## config.mk

```make
export PLATFORM = sky130hd
export DESIGN_NAME = eth_speed_detect_hyst_flat
export DESIGN_NICKNAME = d
export VERILOG_FILES = /design/src/rtl/eth_speed_detect_hyst_if.sv /design/src/rtl/eth_speed_detect_hyst.sv /design/src/flat_wrapper.sv
export SDC_FILE = /design/constraint.sdc
export NUM_CORES = 1
export LEC_CHECK = 0
export BUFFER_PORTS_ARGS = -buffer_cell sky130_fd_sc_hd__buf_2
export CORE_MARGIN = 2
export CORE_UTILIZATION = 39
export DETAILED_ROUTE_END_ITERATION = 16
export PLACE_DENSITY = 0.68
export SETUP_SLACK_MARGIN = 0.5
export SYNTH_ARGS = -nofsm -noshare
export SYNTH_HDL_FRONTEND = slang
export SYNTH_SLANG_ARGS = --single-unit
```

## constraint.sdc

```tcl
create_clock -name tx_clk -period 2.2 [get_ports tx_clk]
set_clock_uncertainty 0.05 [all_clocks]
set_input_delay 0.22 -clock tx_clk [delete_from_list [all_inputs] [get_ports tx_clk]]
set_output_delay 0.22 -clock tx_clk [all_outputs]
set_load 0.1 [all_outputs]
```

## src/rtl/eth_speed_detect_hyst_if.sv

```systemverilog
// rtl/eth_speed_detect_hyst_if.sv - control and status bundle of the RGMII link-speed detector
interface eth_speed_detect_hyst_if #(
  parameter int REF_CNT_W = 7
);
  logic                 enable_i;
  logic                 force_en_i;
  logic [1:0]           force_speed_i;
  logic [1:0]           speed_o;
  logic                 mii_select_o;
  logic                 speed_valid_o;
  logic                 speed_change_o;
  logic [REF_CNT_W-1:0] last_ref_cnt_o;

  // master is the detector itself; slave is the MAC/PHY glue that configures it
  modport master (
    input  enable_i, force_en_i, force_speed_i,
    output speed_o, mii_select_o, speed_valid_o, speed_change_o, last_ref_cnt_o
  );

  modport slave (
    output enable_i, force_en_i, force_speed_i,
    input  speed_o, mii_select_o, speed_valid_o, speed_change_o, last_ref_cnt_o
  );
endinterface

```

## src/rtl/eth_speed_detect_hyst.sv

```systemverilog
// rtl/eth_speed_detect_hyst.sv - classifies RGMII link speed from the toggle rate of a prescaled rx clock bit
module eth_speed_detect_hyst #(
  parameter int         SYNC_STAGES = 3,
  parameter int         REF_CNT_W   = 7,
  parameter int         EDGE_CNT_W  = 2,
  parameter int         THRESH_100M = 32,
  parameter int         HYST_COUNT  = 2,
  parameter logic [1:0] RESET_SPEED = 2'b10
) (
  input  logic                    tx_clk,
  input  logic                    gtx_rst,
  input  logic                    rx_toggle_i,
  eth_speed_detect_hyst_if.master ctrl
);

  localparam int                    MATCH_W  = $clog2(HYST_COUNT + 1);
  localparam logic [REF_CNT_W-1:0]  REF_MAX  = '1;
  localparam logic [EDGE_CNT_W-1:0] EDGE_MAX = '1;
  localparam logic [REF_CNT_W-1:0]  THRESH   = REF_CNT_W'(THRESH_100M);
  localparam logic [MATCH_W-1:0]    HYST     = MATCH_W'(HYST_COUNT);

  logic [SYNC_STAGES-1:0] sync_q;
  logic                   hist_q;
  logic [REF_CNT_W-1:0]   ref_cnt;
  logic [EDGE_CNT_W-1:0]  edge_cnt;
  logic [MATCH_W-1:0]     match_cnt;
  logic [1:0]             pend;
  logic [1:0]             speed_q;
  logic                   mii_q;
  logic                   valid_q;
  logic                   change_q;
  logic [REF_CNT_W-1:0]   last_q;

  logic                   rx_edge;
  logic                   close_edge;
  logic                   close_timeout;
  logic                   win_close;
  logic [1:0]             candidate;
  logic [MATCH_W-1:0]     match_next;
  logic                   commit;
  logic [1:0]             force_speed_s;

  always_comb begin
    rx_edge       = sync_q[SYNC_STAGES-1] ^ hist_q;
    // An edge-terminated window outranks a coincident timeout.
    close_edge    = ctrl.enable_i && rx_edge && (edge_cnt == EDGE_MAX);
    close_timeout = ctrl.enable_i && !close_edge && (ref_cnt == REF_MAX);
    win_close     = close_edge || close_timeout;

    candidate = 2'b00;
    if (close_edge) begin
      candidate = (ref_cnt >= THRESH) ? 2'b01 : 2'b10;
    end

    match_next = MATCH_W'(1);
    if (candidate == pend) begin
      match_next = (match_cnt == HYST) ? HYST : match_cnt + MATCH_W'(1);
    end
    commit = win_close && (match_next == HYST);

    force_speed_s = (ctrl.force_speed_i == 2'b11) ? 2'b10 : ctrl.force_speed_i;
  end

  always_ff @(posedge tx_clk or posedge gtx_rst) begin
    if (gtx_rst) begin
      sync_q    <= '0;
      hist_q    <= 1'b0;
      ref_cnt   <= '0;
      edge_cnt  <= '0;
      match_cnt <= '0;
      pend      <= 2'b00;
      speed_q   <= RESET_SPEED;
      mii_q     <= (RESET_SPEED != 2'b10);
      valid_q   <= 1'b0;
      change_q  <= 1'b0;
      last_q    <= '0;
    end else begin
      sync_q   <= {sync_q[SYNC_STAGES-2:0], rx_toggle_i};
      hist_q   <= sync_q[SYNC_STAGES-1];
      mii_q    <= (speed_q != 2'b10);
      change_q <= 1'b0;

      if (!ctrl.enable_i) begin
        ref_cnt   <= '0;
        edge_cnt  <= '0;
        match_cnt <= '0;
        pend      <= 2'b00;
        valid_q   <= 1'b0;
      end else if (win_close) begin
        ref_cnt   <= '0;
        edge_cnt  <= '0;
        last_q    <= ref_cnt;
        match_cnt <= match_next;
        pend      <= candidate;
        if (commit && !ctrl.force_en_i) begin
          valid_q <= 1'b1;
          if (candidate != speed_q) begin
            speed_q  <= candidate;
            change_q <= 1'b1;
          end
        end
      end else begin
        ref_cnt  <= ref_cnt + REF_CNT_W'(1);
        edge_cnt <= edge_cnt + EDGE_CNT_W'(rx_edge);
      end

      // Override wins over any commit in the same cycle; measurement keeps running underneath.
      if (ctrl.force_en_i) begin
        speed_q  <= force_speed_s;
        change_q <= (force_speed_s != speed_q);
      end
    end
  end

  assign ctrl.speed_o        = speed_q;
  assign ctrl.mii_select_o   = mii_q;
  assign ctrl.speed_valid_o  = valid_q;
  assign ctrl.speed_change_o = change_q;
  assign ctrl.last_ref_cnt_o = last_q;

endmodule

```

## src/flat_wrapper.sv

```systemverilog
// flat-port wrapper written by rule: the top's interface ports become plain ports
module eth_speed_detect_hyst_flat 
#(
  parameter int         SYNC_STAGES = 3,
  parameter int         REF_CNT_W   = 7,
  parameter int         EDGE_CNT_W  = 2,
  parameter int         THRESH_100M = 32,
  parameter int         HYST_COUNT  = 2,
  parameter logic [1:0] RESET_SPEED = 2'b10
)
  (tx_clk, gtx_rst, rx_toggle_i, ctrl_enable_i, ctrl_force_en_i, ctrl_force_speed_i, ctrl_speed_o, ctrl_mii_select_o, ctrl_speed_valid_o, ctrl_speed_change_o, ctrl_last_ref_cnt_o);
  eth_speed_detect_hyst_if #(.REF_CNT_W(REF_CNT_W)) ctrl_i ();
  input  logic tx_clk;
  input  logic gtx_rst;
  input  logic rx_toggle_i;
  input wire logic [$bits(ctrl_i.enable_i)-1:0] ctrl_enable_i;
  input wire logic [$bits(ctrl_i.force_en_i)-1:0] ctrl_force_en_i;
  input wire logic [$bits(ctrl_i.force_speed_i)-1:0] ctrl_force_speed_i;
  output wire logic [$bits(ctrl_i.speed_o)-1:0] ctrl_speed_o;
  output wire logic [$bits(ctrl_i.mii_select_o)-1:0] ctrl_mii_select_o;
  output wire logic [$bits(ctrl_i.speed_valid_o)-1:0] ctrl_speed_valid_o;
  output wire logic [$bits(ctrl_i.speed_change_o)-1:0] ctrl_speed_change_o;
  output wire logic [$bits(ctrl_i.last_ref_cnt_o)-1:0] ctrl_last_ref_cnt_o;
  assign ctrl_i.enable_i = ctrl_enable_i;
  assign ctrl_i.force_en_i = ctrl_force_en_i;
  assign ctrl_i.force_speed_i = ctrl_force_speed_i;
  assign ctrl_speed_o = ctrl_i.speed_o;
  assign ctrl_mii_select_o = ctrl_i.mii_select_o;
  assign ctrl_speed_valid_o = ctrl_i.speed_valid_o;
  assign ctrl_speed_change_o = ctrl_i.speed_change_o;
  assign ctrl_last_ref_cnt_o = ctrl_i.last_ref_cnt_o;
  eth_speed_detect_hyst #(.SYNC_STAGES(SYNC_STAGES), .REF_CNT_W(REF_CNT_W), .EDGE_CNT_W(EDGE_CNT_W), .THRESH_100M(THRESH_100M), .HYST_COUNT(HYST_COUNT), .RESET_SPEED(RESET_SPEED)) u_core (.tx_clk(tx_clk), .gtx_rst(gtx_rst), .rx_toggle_i(rx_toggle_i), .ctrl(ctrl_i));
endmodule
```

==> results.txt <==
Routability cong. - 0.794
Max clock buf depth - 2
I/O pins - 19
Pin count of the biggest net entering global routing - 30
CP arrival - 1.91 ns
Setup WS pre-CTS - 0.332 ns
Die H - 63.4 um
Worst path cell trace - inv_2 > ha_4 > nand3b_1 > a211o_1 > or4_4 > o311ai_4
Worst Hold End - u_core.ctrl.speed_o[1]
Headroom to the max-slew limit - 0.673
Min-delay src - ctrl_force_speed_i[1]
Largest family of logic cells by synthesized area - simple AND/OR/NAND/NOR gates
Worst-path fanout max - 3
Top cell type by total area after synthesis - dfrtp_1
Hold Path Stages - 3
Overflow after GRT - 0
DR WL/cell - 12.9 um
Synth area leaders - dfrtp_1, mux2_2, ha_1
FP Rows - 21
Critical path type - flop to flop
Num CTS Buffers - 5
Worst-Skew Late Latency - 0.33 ns
Post-synthesis sequential area ratio - 0.529
Mapped Cells - 124
Critical Path Source Type - flop
Synth cell count leaders - dfrtp_1, nor2_1, inv_1, nand2_1, mux2_2
Status - finished, final reports clean
Setup TNS - 0 ns
Layout Nets - 171
Initial antenna violation count - 0
RSZ-0062 raised after global routing - true
Mean Syn Cell Area - 11.1 um^2
Initial core utilization - 0.408
Core area - 0.00336 mm^2
Slew @ Worst Pin - 0.485 ns
R2r startpoint - u_core.match_cnt[1]
Synth async-reset ratio - 1.00
Fin crit share - 0.787
Finish-stage setup viols - 0
1st-pass router iterations - 4
Chip Width - 63.4 um
Register bit total from synthesis - 29
Vias in the first global route - 1,081
Netlist cell types - 37
Final WS setup - 0.468 ns
Peak Freq - 577 MHz
Count of flip-flops with a built-in enable after synthesis - 0
R2R cell count - 6
Clock period minus worst slack - 1.73 ns
Post-synth top flop - dfrtp_1
DR DRC count - 0
Count leader, synth - dfrtp_1
Slowest stage delay, CP - 0.43 ns
First-pass GRT wire length - 4670 um
Area grow syn2layout - 32.0%
Mapped cell area - 0.00137 mm^2
Final hold vios - 0
CTS tree - yes
Crit end category - flop
Max Transition Viols Final - 0
WP data required - 2.38 ns
Syn_nets - 135
Final design utilization - 0.539
Port Buffers - 18
Simple-gate share of the synthesized area - 0.182
Post-synthesis mux area share - 0.0874
Critical R2R Capture - u_core.ctrl.speed_o[0]
P_leak - 0.857 nW
DRT antenna net count - 0
Adder-cell area share of the yosys netlist - 0.0364
Maximum vdd ir drop - 584 uV
Yosys Warn Count - 0
Layout cells sized above 1 - 0.447
Routed Wire Length - 2660 um
Clk pin slew, worst setup/hold paths - 0.09 ns
DIE AREA - 0.00401 mm^2
Worst reg2reg setup slack - 0.47 ns
Synth Area in Compound Gates - 0.0783
H-tree depth - 2
Post-detail-place hpwl - 1800 um
Clock root cell - clkbuf_4
Vias post-DR - 1,038
Total GRT Usage - 0.149
Max-Cap Viols - 0
DRT iter0 DRCs - 37
Top-area cell type share of the netlist area - 0.510
Pwr dens - 629 mW/mm^2
Final total power - 1.14 mW
Class of the worst hold path - primary input to flop
Synth Area in XOR/XNOR - 0.0510
Clock Sink Count - 29
Slowest cell on the critical path - or4_4
Number of diodes - 0
DR vias/cell - 5.01
==> power by group <==
group,leakage [nW],internal (mW),switching (mW)
clock network,0.0310,0.120,0.187
registers,0.375,0.564,0.0246
logic,0.451,0.0645,0.180
==> sequential cells by signal (all words and copies together) (netlist names) <==
name                        count
u_core.ctrl.last_ref_cnt_o      7
u_core.ctrl.mii_select_o        1
u_core.ctrl.speed_change_o      1
u_core.ctrl.speed_o             2
u_core.ctrl.speed_valid_o       1
u_core.edge_cnt                 2
u_core.hist_q                   1
u_core.match_cnt                2
u_core.pend                     2
u_core.ref_cnt                  7
u_core.sync_q                   3
==> logic make-up (layout without fill, tap and decap cells) <==
logic type               Yosys count  after routing
multiplexers                      11             11
flip-flops                        29             29
adder cells (fa/ha/maj)            4              4
AND/OR/NAND/NOR                   46             46
AO/OA/AOI/OAI                     15             15
XOR/XNOR                           8              8
buffers and inverters             11             48
==> worst max-delay path: cells and delay by family, from the launching register on <==
| kind | cells | cell delay, ns |
|---|---|---|
| AO/OA/AOI/OAI | 2 | 0.36 |
| adder cells (fa/ha/maj) | 1 | 0.26 |
| buffers and inverters | 1 | 0.05 |
| flip-flops | 1 | 0.38 |
| AND/OR/NAND/NOR | 2 | 0.53 |
==> worst max-delay path by stage <==
stage | startpoint | endpoint | cells after the start
6_report | u_core.match_cnt[1] | u_core.ctrl.speed_o[0] | 6
2_1_floorplan | u_core.ref_cnt[0] | u_core.ctrl.last_ref_cnt_o[0] | 6
3_3_place_gp | u_core.match_cnt[1] | u_core.ctrl.speed_o[1] | 7
5_1_grt | u_core.match_cnt[1] | u_core.ctrl.speed_o[1] | 8
4_1_cts | u_core.match_cnt[1] | u_core.ctrl.speed_o[0] | 6
3_5_place_dp | u_core.ref_cnt[0] | u_core.ctrl.speed_o[0] | 6
==> area by class of cell <==
type | instances | area (um^2)
fillers | 318 | 1550
flip-flops and latches | 29 | 731
well taps | 46 | 57.6
clock inverters | 3 | 17.5
multi-input cells | 84 | 743
clock buffers | 5 | 37.5
repair buffers | 30 | 189
inverters | 10 | 37.5
==> per-layer routing <==
metal / track usage / share of wire / up-vias
met3: 0.0393 / 0.046 / 7
li1: - / - / 501
met5: 0 / 0 / -
met4: 0.0707 / 0.018 / 0
met2: 0.241 / 0.50 / 25
met1: 0.185 / 0.43 / 505
==> cell usage in the layout (no fill, tap or decap), types with 4 or more instances in the layout <==
master / instances
nor2_1: 8
dfrtp_1: 25
inv_1: 8
buf_2: 18
xnor2_1: 4
clkbuf_4: 5
nand2_1: 7
mux2_2: 8
buf_4: 9
==> timing repair <==
| action | CTS | global route |
|---|---|---|
| buffers inserted | 6 | 3 |
| hold endpoints to repair | 29 | 0 |
| hold buffers | 2 | 0 |
| pin swaps | 4 | 7 |
| gates resized for setup | 13 | 19 |
| endpoints found under the setup margin | 14 | 16 |
==> stage by stage <==
step / cell area (um^2) / instances / hold WS (ns)
after global routing: 1810 / 207 / 0.0449
after global placement: 1520 / 188 / 0.243
final: 1810 / 207 / 0.0524
after detailed placement: 1520 / 188 / 0.251
after floorplan: 1380 / 124 / 0.201
after CTS: 1710 / 204 / 0.0708
Note: power is estimated with default switching activity, not from simulation.
